File: config.mk
export PLATFORM = sky130hd
export DESIGN_NAME = rsa_encrypt_controller
export DESIGN_NICKNAME = d
export VERILOG_FILES = /design/src/rtl/rsa_encrypt_controller.sv
export SDC_FILE = /design/constraint.sdc
export NUM_CORES = 1
export LEC_CHECK = 0
export ABC_AREA = 0
export BUFFER_PORTS_ARGS = -buffer_cell sky130_fd_sc_hd__buf_2
export CORE_MARGIN = 2
export CORE_UTILIZATION = 31
export CTS_BUF_LIST = sky130_fd_sc_hd__clkbuf_16
export CTS_CLUSTER_DIAMETER = 40
export DETAILED_ROUTE_END_ITERATION = 8
export GPL_TIMING_DRIVEN = 0
export PLACE_DENSITY = 0.64
export SKIP_CTS_REPAIR_TIMING = 1
export SLEW_MARGIN = 20
export SYNTH_ARGS = -nofsm -noshare
export SYNTH_HDL_FRONTEND = slang
export SYNTH_SLANG_ARGS = --single-unit
File: constraint.sdc
create_clock -name clk -period 2.4 [get_ports clk]
set_clock_uncertainty 0.2 [all_clocks]
set_input_delay 0 -clock clk [delete_from_list [all_inputs] [get_ports clk]]
set_output_delay 0 -clock clk [all_outputs]
set_load 0.005 [all_outputs]
File: src/rtl/rsa_encrypt_controller.sv
// -----------------------------------------------------------------------------
// rsa_encrypt_controller
//
// Sequencing FSM placed directly upstream of the RSA modular-exponentiation
// datapath (n = 3233, e = 17). It accepts one plaintext byte over a
// valid/ready handshake. It then steps the datapath through initialize and
// repeated multiply/modulo rounds until the datapath reports completion. The
// controller captures the 16-bit ciphertext and offers it downstream over a
// second valid/ready handshake. An iteration watchdog aborts the transaction
// if completion is never reported.
//
// Ports
//   clk, rst_n              : clock (rising edge), async active-low reset
//   in_valid/in_ready       : plaintext handshake; in_ready high only in IDLE
//   in_data[7:0]            : plaintext byte
//   data[7:0]               : held plaintext byte presented to the datapath
//   initialize, en_multiply,
//   en_modulo, done         : datapath strobes; one-hot, Moore decodes of state
//   is_multiplication_done  : datapath completion flag (registered in datapath)
//   output_data[15:0]       : datapath result, valid the cycle after done
//   out_valid/out_ready     : ciphertext handshake
//   out_data[15:0]          : ciphertext, held stable while out_valid is high
//   busy                    : high in every state except IDLE
//   err                     : one-cycle pulse on watchdog abort
//
// MAX_ITERS must be strictly below 2**CNT_W so that the saturating iteration
// counter can represent the abort threshold.
// -----------------------------------------------------------------------------
module rsa_encrypt_controller #(
  parameter int unsigned MAX_ITERS = 16,
  parameter int unsigned CNT_W     = 5
) (
  input  logic        clk,
  input  logic        rst_n,
  input  logic        in_valid,
  input  logic [7:0]  in_data,
  output logic        in_ready,
  output logic [7:0]  data,
  output logic        initialize,
  output logic        en_multiply,
  output logic        en_modulo,
  output logic        done,
  input  logic        is_multiplication_done,
  input  logic [15:0] output_data,
  output logic        out_valid,
  output logic [15:0] out_data,
  input  logic        out_ready,
  output logic        busy,
  output logic        err
);

  typedef enum logic [3:0] {
    S_IDLE,
    S_INIT,
    S_MULT,
    S_MOD,
    S_CHECK,
    S_FINISH,
    S_CAPTURE,
    S_OUT,
    S_ABORT
  } state_e;

  localparam logic [CNT_W-1:0] ITER_LIMIT = CNT_W'(MAX_ITERS);

  state_e            state_q,     state_d;
  logic [7:0]        data_q,      data_d;
  logic [CNT_W-1:0]  iter_cnt_q,  iter_cnt_d;
  logic [15:0]       out_data_q,  out_data_d;
  logic              out_valid_q, out_valid_d;

  // NOTE: state registers use non-blocking assignments so every flop samples
  // its next-state value from the same pre-edge snapshot.
  always_ff @(posedge clk or negedge rst_n) begin
    if (!rst_n) begin
      state_q     <= S_IDLE;
      data_q      <= '0;
      iter_cnt_q  <= '0;
      out_data_q  <= '0;
      out_valid_q <= 1'b0;
    end else begin
      state_q     <= state_d;
      data_q      <= data_d;
      iter_cnt_q  <= iter_cnt_d;
      out_data_q  <= out_data_d;
      out_valid_q <= out_valid_d;
    end
  end

  // NOTE: every signal driven here gets a hold-value default first, so no
  // path through the case leaves it unassigned and no latch is inferred.
  always_comb begin
    state_d     = state_q;
    data_d      = data_q;
    iter_cnt_d  = iter_cnt_q;
    out_data_d  = out_data_q;
    out_valid_d = out_valid_q;

    case (state_q)
      S_IDLE: begin
        // in_ready is asserted throughout IDLE, so in_valid alone completes
        // the handshake here.
        if (in_valid) begin
          data_d     = in_data;
          iter_cnt_d = '0;
          state_d    = S_INIT;
        end
      end
      S_INIT: state_d = S_MULT;
      S_MULT: begin
        // Saturate rather than wrap so a runaway datapath cannot skip the
        // abort threshold.
        if (iter_cnt_q != ITER_LIMIT) iter_cnt_d = iter_cnt_q + CNT_W'(1);
        state_d = S_MOD;
      end
      S_MOD: state_d = S_CHECK;
      S_CHECK: begin
        // Completion wins over the watchdog when both happen on the last round.
        if (is_multiplication_done)        state_d = S_FINISH;
        else if (iter_cnt_q == ITER_LIMIT) state_d = S_ABORT;
        else                               state_d = S_MULT;
      end
      S_FINISH: state_d = S_CAPTURE;
      S_CAPTURE: begin
        // The datapath latches its result on the done edge, so output_data
        // is valid in this cycle.
        out_data_d  = output_data;
        out_valid_d = 1'b1;
        state_d     = S_OUT;
      end
      S_OUT: begin
        if (out_ready) begin
          out_valid_d = 1'b0;
          state_d     = S_IDLE;
        end
      end
      S_ABORT: state_d = S_IDLE;
      default: state_d = S_IDLE;
    endcase
  end

  // Moore decodes: strobes and handshake qualifiers depend on state only.
  assign in_ready    = (state_q == S_IDLE);
  assign busy        = (state_q != S_IDLE);
  assign initialize  = (state_q == S_INIT);
  assign en_multiply = (state_q == S_MULT);
  assign en_modulo   = (state_q == S_MOD);
  assign done        = (state_q == S_FINISH);
  assign err         = (state_q == S_ABORT);
  assign data        = data_q;
  assign out_data    = out_data_q;
  assign out_valid   = out_valid_q;

endmodule

# Word level (Yosys, flattened, before mapping)
# Cells that the tools add are included.
# classes
muxes	10
reduce_logical	8
n_eq_ne	13
add_sub_neg	1
# ops
op	count
one-hot mux 4 bit (8 select lines)	1
== test 4 x 3 -> 1 bit (second input constant)	4
2-to-1 mux 4 bit	4
2-to-1 mux 5 bit	2
one-hot mux 5 bit (2 select lines)	1
== test 4 x 2 -> 1 bit (second input constant)	2
AND reduction 2 bit	3
adder 5 x 1 -> 5 bit (second input constant)	1
== test 5 bit (second input constant)	1
inequality test 5 bit (second input constant)	1
== test 4 x 1 -> 1 bit (second input constant)	1
== test 4 bit (second input constant)	1
zero test 4 bit	1
inequality test 2 bit (second input constant)	2
nonzero test 2 bit	2
nonzero test 4 bit	1
AND reduction 3 bit	1
inequality test 2 x 1 -> 1 bit (second input constant)	1
one-hot mux 1 bit (2 select lines)	1
2-to-1 mux 1 bit	1
# word_totals
inputBits	29
output_inout_bits	32
elab_cells	37
regBits	34

# Logic depth before layout (Yosys ltp)
# logic_depth
word_depth	4
depth_mapped	5
depth_no_buf	5

# Worst setup path after synthesis
# No wires, ideal clock.
# synth_timing
path_kind	register to register
startpoint	register state_q[3]
endpoint	register out_data_q[10] (netlist: out_data[10])
path_stages_with_launch	6
path_slack_ns	0.511
setup_time_ns	0.125
period_less_slack_ns	1.889
n_path_buf	2
arrival_ns	1.564
required_time_ns	2.075
path_cell_list	dfrtp_1 buf_2 nand2b_1 nor3b_4 buf_6 mux2_2
# synth_via
elab_chain_cells	1
# synth_lines
element	line	text
start, declared	66	state_e state_q, state_d;
start signal, assigned	82	state_q <= state_d;
== test 4 x 3 -> 1 bit	99	case (state_q)
end signal, assigned	85	out_data_q <= out_data_d;
end, declared	69	logic [15:0] out_data_q, out_data_d;
# No other way between the ends.
# A chain may end at the register's enable or synchronous reset.

# Worst setup path after layout
# layout_timing
startpoint	register state_q[3]
endpoint	register out_data_q[7] (netlist: out_data[7])
# Same word-level chain as after synthesis.

==> reports/qor.csv <==
metric,value,unit
share of cells above drive strength 1,0.465,
CTS tree,done,
die width,74.6,µm
Crit Path Class,reg2reg,
TritonCTS buffer count,5,
setup violators final,0,
Initial Util,0.325,
GP Congestion,0.703,
max-slew violation count,0,
Antenna Cells,0,
first-pass GRT wire length,5530,µm
number of global-route vias before repair,1179,
WP data required,2.36,ns
clock sink count,34,
row cnt,25,
final-stage net count,247,
Crit Path Max Fanout,10,
Yosys warning count,0,
RSZ-0062 raised after global routing,no,
Final HPWL DP,2400,µm
largest area contributor in the netlist,dfrtp_1,
PortBufs,60,
final setup TNS,0,ns
CP Launch Type,register,
Synth cell types,36,
pwr dens,1170,nW/µm²
final cycle utilization of the critical path,0.864,
final core utilization,0.495,
number of remaining DRC errors,0,
initial DRC count,46,
crit path capture type,register,
largest net degree at the start of global routing,35,
status,completed,
CP arrival,2.03,ns
Mapped Area,1550,µm²
worst path cell trace,"buf_2, nand2b_1, nor3b_4, buf_6, mux2_2",
"Hold Vio Cnt, Final",0,
Area Growth Syn to Fin,52.1,%
"Clk Latency, worst-skew pair",0.28,ns
synth top area cells,"dfrtp_1 55%, mux2_2 18%, nor2_1 1.7%, ha_1 1.6%, or4_1 1.5%",
Vias/cell,4.51,
"CTS clk-pin slew, worst paths",0.05,ns
# IOs,61,
Post-Syn Area per Cell,12.8,µm²
Synth Register Bits,34,
clk buf depth,2,
max cap viols,0,
Slowest Stage Delay on Critical Path,0.45,ns
area of the die,5570,µm²
worst hold-check path type,in2async,
FMAX,482,MHz
worst reg-to-reg setup slack,0.33,ns
Antenna Nets Post-Route,0,
Post-Syn Instances,121,
kind of cell adding the most delay to the critical path,simple AND/OR/NAND/NOR gates,
final wirelength,3740,µm
Yosys top cell area share,0.550,
die height,74.6,µm
Setup WS pre-CTS,0.317,ns
Final WS setup,0.327,ns
gr usage total,0.130,
actual slew at the worst max-slew pin,0.767,ns
first drt pass iteration count,4,
total grt overflow,0,
H-tree Lvls,2,
syn_nets,152,
initial antenna violation count,0,
Final min period,2.07,ns
core box area,4750,µm²
maximum vdd drop,0.000724,V
"Seq/Total Area, Yosys",0.550,
Critical path buffers and inverters,2,
P_leak,1.11,nW
"slowest stage cell, crit path",nor3b_4,
max_slew headroom,0.489,
post-DR wirelength/cell,13.2,µm
CTS Root Buffer Type,clkbuf_16,
via count,1280,
WHS,0.137,ns
"commonest cells after routing, fill and taps aside","64 x buf_2, 34 x dfrtp_1, 28 x dlygate4sd3_1",
"commonest non-fill, non-tap cell in the layout",buf_2,
[worst paths after layout]
check                                  startpoint            end  cells after the start
setup / recovery                       state_q[3]    out_data[7]                      5
hold / removal                              rst_n   out_data[10]                      2
setup reg to reg                       state_q[3]    out_data[7]                      5
hold reg to reg                         out_valid      out_valid                      1
max in group asynchronous                   rst_n  iter_cnt_q[4]                      2
min in group clk           is_multiplication_done     state_q[3]                      3
[report_power, final]
part	internal, W	switching (W)
combinational	0.000627	0.000500
sequential	0.000855	0.000165
clock	0.000378	0.000230
[stage by stage]
stage               std cells  total power (W)  instance area [µm²]
finish                    284          0.00275                 2350
global route              284          0.00296                 2350
CTS                       256          0.00274                 2070
detailed placement        248          0.00212                 1930
global placement          248          0.00208                 1930
floorplan                 121          0.00170                 1550
[metal layers]
layer / track usage / vias to the layer above / wire [µm] / share of wire
met2: 0.184 / 44 / 1730 / 0.46
met4: 0.0476 / 0 / 43 / 0.011
li1: - / 627 / - / -
met1: 0.184 / 605 / 1690 / 0.45
met5: 0 / - / 0 / 0
met3: 0.0469 / 4 / 276 / 0.074
[cells in the mapped netlist, drive strengths merged]
| master | count |
|---|---|
| dfrtp | 34 |
| mux2 | 25 |
| nor2 | 7 |
| buf | 6 |
| inv | 5 |
| a21oi | 4 |
| nand2 | 3 |
| nand3 | 3 |
| o21ai | 3 |
| or4 | 3 |
| ha | 2 |
| nand2b | 2 |
| nor4bb | 2 |
| o31ai | 2 |
| a2111oi | 1 |
| a211o | 1 |
| a21bo | 1 |
| a21o | 1 |
| a32o | 1 |
| and2 | 1 |
| and3 | 1 |
| and4b | 1 |
| clkbuf | 1 |
| nand4b | 1 |
| nor2b | 1 |
| nor3 | 1 |
| nor3b | 1 |
| nor4 | 1 |
| nor4b | 1 |
| o21bai | 1 |
| o31a | 1 |
| or2 | 1 |
| or3b | 1 |
| or4bb | 1 |
[worst register-to-register path, cell delays in order, from the launching register on]
cell and delay (ns):
dfrtp_1 0.35, buf_2 0.17, nand2b_1 0.22, nor3b_4 0.45, buf_6 0.22, mux2_2 0.35
[flip-flops by register name, indices dropped and copies added, names as in the netlist]
name	cells
iter_cnt_q	5
data	8
out_valid	1
state_q	4
out_data	16
[cell families (layout without fill, tap and decap cells)]
group,after synthesis,after routing,share of synthesized area
buffers and inverters,12,108,0.0396
and+or+nand+nor,32,32,0.140
AOI/OAI and AO/OA,16,16,0.0720
DFF,34,34,0.550
adders and majority gates,2,2,0.0162
muxes,25,25,0.182
[area by class of cell]
cell class	instances	area [µm²]
buffer	7	42.5
clock buffer	5	125
fill	439	2400
timing repair buffer	88	581
tap	67	83.8
sequential	34	851
inverter	5	18.8
clock inverter	3	16.3
multi-input combinational	75	634
No activity file was read; power rests on OpenSTA's default activity.
